==> src/rtl/reset_conditioner.sv <==
// Merges the board reset sources (KEY[0] switch, Prop-plug DTR) into one clean, stretched active-low reset for p1v.
// Optional RESET_CAUSE_EN adds the last_cause register/port recording which source(s) caused the latest reset.
//
// state    | meaning
// ---------+--------------------------------------------------------------
// S_ASSERT | a source is active (or just left reset); resn held low
// S_HOLD   | all sources released; counting HOLD_CYCLES before release
// S_RUN    | core running; resn high
module reset_conditioner #(
   parameter int SYNC_STAGES     = 2,
   parameter int DEBOUNCE_CYCLES = 1600000,
   parameter int PLUG_FILTER     = 8,
   parameter int HOLD_CYCLES     = 16000
) (
   input  logic       clock_160,
   input  logic       reset,
   input  logic       key_n,
   input  logic       plug_resn,
   output logic       resn
`ifdef RESET_CAUSE_EN
   ,
   output logic [1:0] last_cause
`endif
);

   localparam int DB_W = $clog2(DEBOUNCE_CYCLES + 1);
   localparam int PF_W = $clog2(PLUG_FILTER + 1);
   localparam int HD_W = $clog2(HOLD_CYCLES + 1);

   localparam logic [DB_W-1:0] DB_LAST = DB_W'(DEBOUNCE_CYCLES - 1);
   localparam logic [PF_W-1:0] PF_LAST = PF_W'(PLUG_FILTER - 1);
   localparam logic [HD_W-1:0] HD_LAST = HD_W'(HOLD_CYCLES - 1);

   typedef enum logic [1:0] {
      S_ASSERT = 2'd0,
      S_HOLD   = 2'd1,
      S_RUN    = 2'd2
   } state_t;

   logic [SYNC_STAGES-1:0] key_sync;
   logic [SYNC_STAGES-1:0] plug_sync;
   logic                   key_s;
   logic                   plug_s;

   logic [DB_W-1:0]        db_cnt;
   logic                   key_db;
   logic [PF_W-1:0]        pf_cnt;
   logic                   plug_flt;
   logic                   req;

   state_t                 state;
   state_t                 next_state;
   logic [HD_W-1:0]        hold_cnt;
   logic [HD_W-1:0]        hold_next;

   // Synchronisers reset to the inactive level so reset release never looks like a press.
   always_ff @(posedge clock_160) begin
      if (reset) begin
         key_sync  <= '1;
         plug_sync <= '1;
      end else begin
         key_sync  <= {key_sync[SYNC_STAGES-2:0], key_n};
         plug_sync <= {plug_sync[SYNC_STAGES-2:0], plug_resn};
      end
   end

   assign key_s  = key_sync[SYNC_STAGES-1];
   assign plug_s = plug_sync[SYNC_STAGES-1];

   always_ff @(posedge clock_160) begin
      if (reset) begin
         db_cnt <= '0;
         key_db <= 1'b1;
      end else if (key_s == key_db) begin
         db_cnt <= '0;
      end else if (db_cnt == DB_LAST) begin
         key_db <= key_s;
         db_cnt <= '0;
      end else begin
         db_cnt <= db_cnt + DB_W'(1);
      end
   end

   // Asymmetric filter: assertion needs PLUG_FILTER low samples, release is immediate.
   always_ff @(posedge clock_160) begin
      if (reset) begin
         pf_cnt   <= '0;
         plug_flt <= 1'b1;
      end else if (plug_s) begin
         pf_cnt   <= '0;
         plug_flt <= 1'b1;
      end else if (pf_cnt == PF_LAST) begin
         plug_flt <= 1'b0;
      end else begin
         pf_cnt <= pf_cnt + PF_W'(1);
      end
   end

   assign req = ~key_db | ~plug_flt;

   always_comb begin
      next_state = state;
      hold_next  = hold_cnt;
      case (state)
         S_ASSERT: begin
            if (!req) begin
               next_state = S_HOLD;
               hold_next  = '0;
            end
         end
         S_HOLD: begin
            if (req) begin
               next_state = S_ASSERT;
               hold_next  = '0;
            end else if (hold_cnt == HD_LAST) begin
               next_state = S_RUN;
            end else begin
               hold_next = hold_cnt + HD_W'(1);
            end
         end
         S_RUN: begin
            if (req) begin
               next_state = S_ASSERT;
            end
         end
         default: begin
            next_state = S_ASSERT;
            hold_next  = '0;
         end
      endcase
   end

   // resn is registered from next_state so it moves on the same edge as the FSM.
   always_ff @(posedge clock_160) begin
      if (reset) begin
         state    <= S_ASSERT;
         hold_cnt <= '0;
         resn     <= 1'b0;
      end else begin
         state    <= next_state;
         hold_cnt <= hold_next;
         resn     <= (next_state == S_RUN);
      end
   end

`ifdef RESET_CAUSE_EN
   logic cause_fresh;

   // cause_fresh marks the first ASSERT edge of an episode, where the record is reloaded.
   always_ff @(posedge clock_160) begin
      if (reset) begin
         last_cause  <= 2'b00;
         cause_fresh <= 1'b1;
      end else begin
         cause_fresh <= (state != S_ASSERT);
         if (state == S_ASSERT) begin
            if (cause_fresh) begin
               last_cause <= {~plug_flt, ~key_db};
            end else begin
               last_cause <= last_cause | {~plug_flt, ~key_db};
            end
         end
      end
   end
`endif

endmodule

==> config.mk <==
export PLATFORM = sky130hd
export DESIGN_NAME = reset_conditioner
export DESIGN_NICKNAME = d
export VERILOG_FILES = /design/src/rtl/reset_conditioner.sv
export SDC_FILE = /design/constraint.sdc
export NUM_CORES = 1
export LEC_CHECK = 0
export CORE_MARGIN = 2
export CORE_UTILIZATION = 30
export DETAILED_ROUTE_END_ITERATION = 10
export PLACE_DENSITY = 0.42
export SYNTH_ARGS = -nofsm -noshare
export SYNTH_HDL_FRONTEND = slang
export SYNTH_SLANG_ARGS = --single-unit
==> constraint.sdc <==
create_clock -name clock_160 -period 3.82 [get_ports clock_160]
set_clock_uncertainty 0.15 [all_clocks]
set_input_delay 0.382 -clock clock_160 [delete_from_list [all_inputs] [get_ports clock_160]]
set_output_delay 0.382 -clock clock_160 [all_outputs]
set_load 0.02 [all_outputs]
# Word-level counts from Yosys, hierarchy flattened
# Cells that the tools add are included.
# Widths: inputs -> output; s select.
totals:
  reg_bits: 48
  in_bits: 4
  out_inout_bits: 1
  wordCells: 40
op_classes:
  n_addsub: 3
  n_eq_ne: 9
  mux: 9
  bitwise: 5
  reduce_logical: 5
op_table:
  columns: ["op", "count"]
  rows:
  - ["$mux 14", 3]
  - ["$pmux 14 s3", 1]
  - ["$add 21x1->21 const B", 1]
  - ["$eq 21x21->1 const B", 1]
  - ["$add 14x1->14 const B", 1]
  - ["$eq 14x14->1 const B", 1]
  - ["$mux 2", 4]
  - ["$pmux 2 s3", 1]
  - ["$add 4x1->4 const B", 1]
  - ["$eq 2x2->1 const B", 2]
  - ["$eq 4x3->1 const B", 1]
  - ["$not 1->1", 4]
  - ["$ne 3x3->1 const B", 1]
  - ["$reduce_and 3->1", 1]
  - ["$reduce_or 3->1", 1]
  - ["$eq 2x1->1 const B", 1]
  - ["$logic_not 2->1", 1]
  - ["$ne 2x2->1 const B", 1]
  - ["$reduce_and 2->1", 1]
  - ["$reduce_or 2->1", 1]
  - ["$eq 1x1->1", 1]
  - ["$or 1x1->1", 1]

# Depth between registers and ports, before layout
# Gate-level depths: netlist of the first run.
logic_depth:
  ltp_word: 5
  depth_mapped: 6
  depth_no_buf: 5

# Worst setup path after synthesis of the first run
# No wires, ideal clock.
synth_path:
  kind: "flip-flop to flip-flop"
  from: "register hold_cnt[0]"
  to: "register hold_cnt[11]"
  setup_time_ps: 91
  arrival_ps: 1622
  required_ps: 3579
  path_slack_ps: 1957
  path_stages_with_launch: 7
  n_path_buf: 1
  period_less_slack_ps: 1863
  cell_sequence: "dfxtp_1 -> ha_1 -> nand2_1 -> nor4_4 -> buf_6 -> nor2_1 -> a311oi_1"
synth_via:
  elab_chain_cells: 4
  elab_cells_between_ends: 7
  classes_between: "add/sub (1); eq/ne (2); mux (3); reduce/logical (1)"
synth_rtl:
  columns: ["item", "line", "text"]
  rows:
  - ["from (decl)", "53", "logic [HD_W-1:0] hold_cnt;"]
  - ["from (signal assigned)", "141", "hold_cnt <= hold_next;"]
  - ["$add 14x1->14", "118", "hold_next = hold_cnt + HD_W'(1);"]
  - ["$mux 14", "115", "end else if (hold_cnt == HD_LAST) begin"]
  - ["$mux 14", "112", "if (req) begin"]
  - ["$pmux 14 s3", "104", "case (state)"]
# Several ways; a longest one is shown, not always the timed one. The select of a mux whose other input is x is not followed.
# A chain may end at the register's enable or synchronous reset.

# Worst setup path in the final report of the first run
layout_path:
  from: "register hold_cnt[0]"
  to: "register hold_cnt[6]"
# Same word-level chain as after synthesis.

==> impl_metrics.env, run 1 <==
export IMPL_dp_slack_ps=1422
export IMPL_dieHeight_um=91.79
export IMPL_worst_slack_ps=1392
export IMPL_period_minus_slack_ps=2428
export IMPL_syn_nets=270
export IMPL_vias_per_cell=5.302
export IMPL_ys_warnings_count=0
export IMPL_synthToLayoutAreaGrowth_pct=10.17
export IMPL_post_synth_instance_area_sq_um=2312
export IMPL_grt_pass1_wl_um=8714
export IMPL_powerDensity_nw_per_um2=360.6
export IMPL_avgSynthCellArea_sq_um=8.792
export IMPL_fill_cells=823
export IMPL_critPathRequiredTime_ps=3900
export IMPL_start_kind="flop"
export IMPL_fin_crit_sh_pct=63.56
export IMPL_drc=0
export IMPL_crit_slowest_cell="nor4_4"
export IMPL_gp_congestion=0.7345
export IMPL_drt_iter0_drc=86
export IMPL_final_common_cell="dfxtp_1"
export IMPL_maxSlewHeadroom_pct=38.33
export IMPL_clock_root_buffer="clkbuf_8"
export IMPL_routed_wl_um=4946
export IMPL_ys_seq_elements=48
export IMPL_endpoint_kind="flop"
export IMPL_wl_per_cell_um=13.44
export IMPL_num_vias=1951
export IMPL_crit_chain="ha_1 > nand2_1 > nor4_4 > nor4b_1 > nor4_2"
export IMPL_io_buffers=4
export IMPL_final_layout_size_suffix_gt1_share_pct=9.774
export IMPL_ys_flop_type="dfxtp_1"
export IMPL_grt_usage_pct=12.59
export IMPL_fp_row_count=32
export IMPL_drv_cap=0
export IMPL_cts_buffers=5
export IMPL_slew_viol_final=0
export IMPL_die_x_um=91.79
export IMPL_ant_nets=0
export IMPL_cpPeakStageDelay_ps=830
export IMPL_setup_tns_ps=0
export IMPL_synth_yosys_seq_area_share_pct=41.56
export IMPL_p_leak_nw=0.7904
export IMPL_synth_edff_count=0
export IMPL_dpl_hpwl_um=3357
export IMPL_min_delay_path_class="flop to flop"
export IMPL_grt_pass1_vias=1793
export IMPL_grt_setup_unrepaired="false"
export IMPL_cp_arrival_ps=2500
export IMPL_die_area_sq_um=8425
export IMPL_num_io_pins=5
export IMPL_critPathKind="flop to flop"
export IMPL_grt_max_degree=18
export IMPL_fmax_mhz=411.9
export IMPL_clock_sinks=48
export IMPL_initial_core_util_pct=30.39
export IMPL_status="finished, final reports clean"
export IMPL_firstDrtPassIters=4
export IMPL_tightest_slew_ps=918.2
export IMPL_mostFrequentLayoutCells="48 x dfxtp_1, 24 x nand2_1, 24 x nor2_1, 17 x nor3_1, 15 x a21oi_1"
export IMPL_cts_buffer_depth=2
export IMPL_core_sq_um=7607
export IMPL_n_antenna_cell=0
export IMPL_final_nets=272
export IMPL_insertion_delay_ps=300
export IMPL_ir_drop_mv=0.1726
export IMPL_cts_tree="yes"
export IMPL_gr_total_overflow=0
export IMPL_critPathMaxFanout=16
export IMPL_setup_viol_count_final=0
export IMPL_cts_clk_slew_worst_paths_ps=100
export IMPL_synth_cell_type_count=48
export IMPL_async_reset_ff_share_pct=0
export IMPL_synth_cells=263
export IMPL_hold_viol_final=0
export IMPL_post_cts_buffers=0
export IMPL_cts_hold_buf=0
export IMPL_antenna_found_initial=0
export IMPL_totalPowerFinal_mw=0.9185
export IMPL_cts_htree_levels=2
export IMPL_cts_resized=0
area by class of cell:
type / instances / area [sq um] / share of cell area [%]
inverters: 6 / 22.52 / 0.8841
multi-input cells: 199 / 1272 / 49.95
well taps: 102 / 127.6 / 5.010
flip-flops and latches: 48 / 960.9 / 37.72
clock buffers: 5 / 68.82 / 2.701
repair buffers: 5 / 47.55 / 1.866
clock inverters: 3 / 47.55 / 1.866
state kept, by name (all words and copies together) (netlist names):
register / count
key_db: 1
db_cnt: 21
hold_cnt: 14
plug_sync: 2
pf_cnt: 4
resn: 1
plug_flt: 1
state: 2
key_sync: 2
worst max-delay path: cells and delay by family (launching register included):
family                     cells  cell delay [ps]
adders and majority gates      1              320
DFF                            1              490
and+or+nand+nor                4             1390
logic make-up after synthesis:
logic type | share of synthesized area (%)
AOI/OAI and AO/OA | 15.10
xor gates and xnor gates | 5.303
adders and majority gates | 1.624
buffers and inverters | 3.409
DFF | 41.56
muxes | 0.8658
and+or+nand+nor | 32.14
metrics by stage:
| stage | util (%) | hold slack, ps | std cells | instance area, sq um |
|---|---|---|---|---|
| after floorplan | - | 239.5 | 263 | 2312 |
| after global placement | 31.96 | 241.4 | 360 | 2431 |
| after detailed placement | 31.96 | 246.9 | 360 | 2431 |
| after CTS | 33.49 | 272.0 | 368 | 2547 |
| after global routing | 33.49 | 283.4 | 368 | 2547 |
| final | 33.49 | 270.1 | 368 | 2547 |
per-layer routing:
metal	up-vias	wire, um	GRT usage (%)
met3	5	139	2.712
met4	0	60	4.229
met2	37	2211	19.91
li1	981	-	-
met5	-	0	0
met1	928	2535	17.03
final timing paths:
check             slack [ps]          end  cells after the start         from
setup / recovery        1390  hold_cnt[6]                      5  hold_cnt[0]
hold / removal           270  key_sync[1]                      1  key_sync[0]
setup reg to reg        1390  hold_cnt[6]                      5  hold_cnt[0]
hold reg to reg          270  key_sync[1]                      1  key_sync[0]
cells in the mapped netlist (4+ instances only):
library cell	instances	share of area [%]
o21ai_0	9	1.9
or4_1	8	2.6
a31oi_1	9	2.4
clkbuf_1	5	0.81
xor2_1	4	1.5
nand3_1	13	2.8
inv_1	6	0.97
nor2_1	24	3.9
a21oi_1	15	3.2
or2_2	5	1.4
o211ai_1	4	1.3
dfxtp_1	48	42
and4_1	5	1.9
nor3_1	17	3.7
a211oi_1	4	1.3
nand4_1	6	1.6
nand2_1	24	3.9
xnor2_1	10	3.8
power breakdown:
group / switching, mW / internal (mW) / total (mW)
Combinational: 0.0157 / 0.00981 / 0.0255
Sequential: 0.00473 / 0.504 / 0.509
Clock: 0.187 / 0.197 / 0.384
Total: 0.207 / 0.712 / 0.919
(Power assumes the default switching activity.)
==> run 2: changes to the inputs <==
clock period = 2.4 ns   (was 3.82 ns; I/O delays follow)
==> run 2 against run 1 <==
  * Clock power increased by 86%
  * Via count decreased by 3.1%
  * Non-clock buffer count increased by 5
  * Global-route usage increased by 0.15 points
  * Sequential share of layout area decreased by 0.85 points
  * Sequential cell count unchanged
  * Maximum frequency increased by 18%
  * Power increased by 71%
  * Worst setup slack got worse by 1100 ps
  * Critical path type unchanged
  * Largest cell class unchanged
  * Largest power group unchanged
==> impl_metrics.env, run 2 (synthesized netlist as in run 1, its figures left out) <==
export IMPL_firstDrtPassIters=4
export IMPL_n_antenna_cell=0
export IMPL_hold_viol_final=0
export IMPL_setup_tns_ps=0
export IMPL_r2r_start="hold_cnt[0]"
export IMPL_endpoint="hold_cnt[1]"
export IMPL_cts_htree_levels=2
export IMPL_dpl_hpwl_um=3439
export IMPL_cp_startpoint="hold_cnt[0]"
export IMPL_routed_wl_um=5028
export IMPL_fin_crit_sh_pct=85.96
export IMPL_final_common_cell="dfxtp_1"
export IMPL_r2r_slack_ps=340
export IMPL_cts_hold_buf=0
export IMPL_grt_setup_unrepaired="false"
export IMPL_fin_area_sq_um=2606
export IMPL_die_x_um=91.79
export IMPL_cts_buffer_depth=2
export IMPL_post_cts_buffers=0
export IMPL_grt_usage_pct=12.73
export IMPL_largest_reg_flops=21
export IMPL_dp_slack_ps=369.6
export IMPL_setup_viol_count_final=0
export IMPL_grt_pass1_vias=1796
export IMPL_gr_total_overflow=0
export IMPL_min_delay_path_class="flop to flop"
export IMPL_period_minus_slack_ps=2063
export IMPL_mostFrequentLayoutCells="48 x dfxtp_1, 24 x nand2_1, 24 x nor2_1, 17 x nor3_1, 15 x a21oi_1"
export IMPL_cts_resized=0
export IMPL_start_kind="flop"
export IMPL_place_area_sq_um=2469
export IMPL_r2r_end="hold_cnt[1]"
export IMPL_critPathKind="flop to flop"
export IMPL_ir_drop_mv=0.3321
export IMPL_gp_congestion=0.8005
export IMPL_insertion_delay_ps=300
export IMPL_reg2reg_depth=6
export IMPL_core_sq_um=7607
export IMPL_slew_viol_final=0
export IMPL_p_leak_nw=0.8237
export IMPL_critPathMaxFanout=16
export IMPL_largestRegisters="db_cnt x21, hold_cnt x14, pf_cnt x4"
export IMPL_grt_max_degree=17
export IMPL_regMostFlops="db_cnt"
export IMPL_cts_buffers=5
export IMPL_die_area_sq_um=8425
export IMPL_cp_arrival_ps=2150
export IMPL_endpoint_kind="flop"
export IMPL_maxSlewHeadroom_pct=67.23
export IMPL_initial_core_util_pct=30.39
export IMPL_drc=0
export IMPL_num_io_pins=5
export IMPL_io_buffers=4
export IMPL_dieHeight_um=91.79
export IMPL_grt_pass1_wl_um=8769
export IMPL_powerDensity_nw_per_um2=601.8
export IMPL_wl_per_cell_um=13.48
export IMPL_status="finished, final reports clean"
export IMPL_final_layout_size_suffix_gt1_share_pct=11.44
export IMPL_drt_iter0_drc=106
export IMPL_final_nets=277
export IMPL_worst_slack_ps=337.0
export IMPL_synthToLayoutAreaGrowth_pct=12.72
export IMPL_ant_nets=0
export IMPL_antenna_found_initial=0
export IMPL_clock_sinks=48
export IMPL_fp_row_count=32
export IMPL_critPathRequiredTime_ps=2490
export IMPL_clock_root_buffer="clkbuf_8"
export IMPL_cts_clk_slew_worst_paths_ps=100
export IMPL_fmax_mhz=484.7
export IMPL_tightest_slew_ps=489.0
export IMPL_num_vias=1891
export IMPL_drv_cap=0
export IMPL_cts_tree="yes"
export IMPL_vias_per_cell=5.070
## run 2: cell count changes in the layout (fill, tap and decap cells not counted)
cell,previous run,this run
buf_4,1,6
clkinv_4,2,0
bufinv_16,1,2
inv_6,0,1
## run 2: stage by stage
step | std cells | util, % | hold slack (ps) | power (mW)
after floorplan | 263 | - | 193.8 | 0.8538
after global placement | 365 | 32.45 | 241.0 | 0.8719
after detailed placement | 365 | 32.45 | 247.6 | 0.8713
after CTS | 373 | 34.26 | 272.9 | 1.595
after global routing | 373 | 34.26 | 281.9 | 1.628
final | 373 | 34.26 | 268.7 | 1.568
## run 2: worst min path at each step
stage | slack, ps | depth (start not counted) | endpoint | start
global placement | 240 | 1 | key_sync[1] | key_sync[0]
CTS | 270 | 1 | plug_sync[1] | plug_sync[0]
finish | 270 | 1 | plug_sync[1] | plug_sync[0]
global route | 280 | 1 | key_sync[1] | key_sync[0]
detailed placement | 250 | 1 | plug_sync[1] | plug_sync[0]
floorplan | 190 | 1 | key_sync[0] | key_n
## run 2: worst max-delay path, cell delays in order, from the launching register on
cell     delay, ps
dfxtp_1        400
ha_1           310
nand2_1        150
nor4_4          60
buf_4          200
or4b_2         640
o21ai_0         80
## run 2: power breakdown
part / switching, mW / internal (mW)
registers: 0.00739 / 0.803
logic: 0.0254 / 0.0177
clock network: 0.296 / 0.420
total: 0.328 / 1.24
## run 2: metal layers
layer	up-vias	global-route usage [%]	share of wire, %	wire (um)
li1	992	-	-	-
met1	881	17.52	53	2679
met2	14	20.10	44	2213
met3	4	2.712	1.7	86
met4	0	3.731	0.97	49
met5	-	0	0	0
## run 2: layout make-up
class                      instances  area [sq um]
clock buffer                       5         68.82
multi-input combinational        199          1272
clock inverter                     3         68.82
fill                             812          5001
inverter                           6         22.52
timing repair buffer              10         85.08
tap                              102         127.6
sequential                        48         960.9
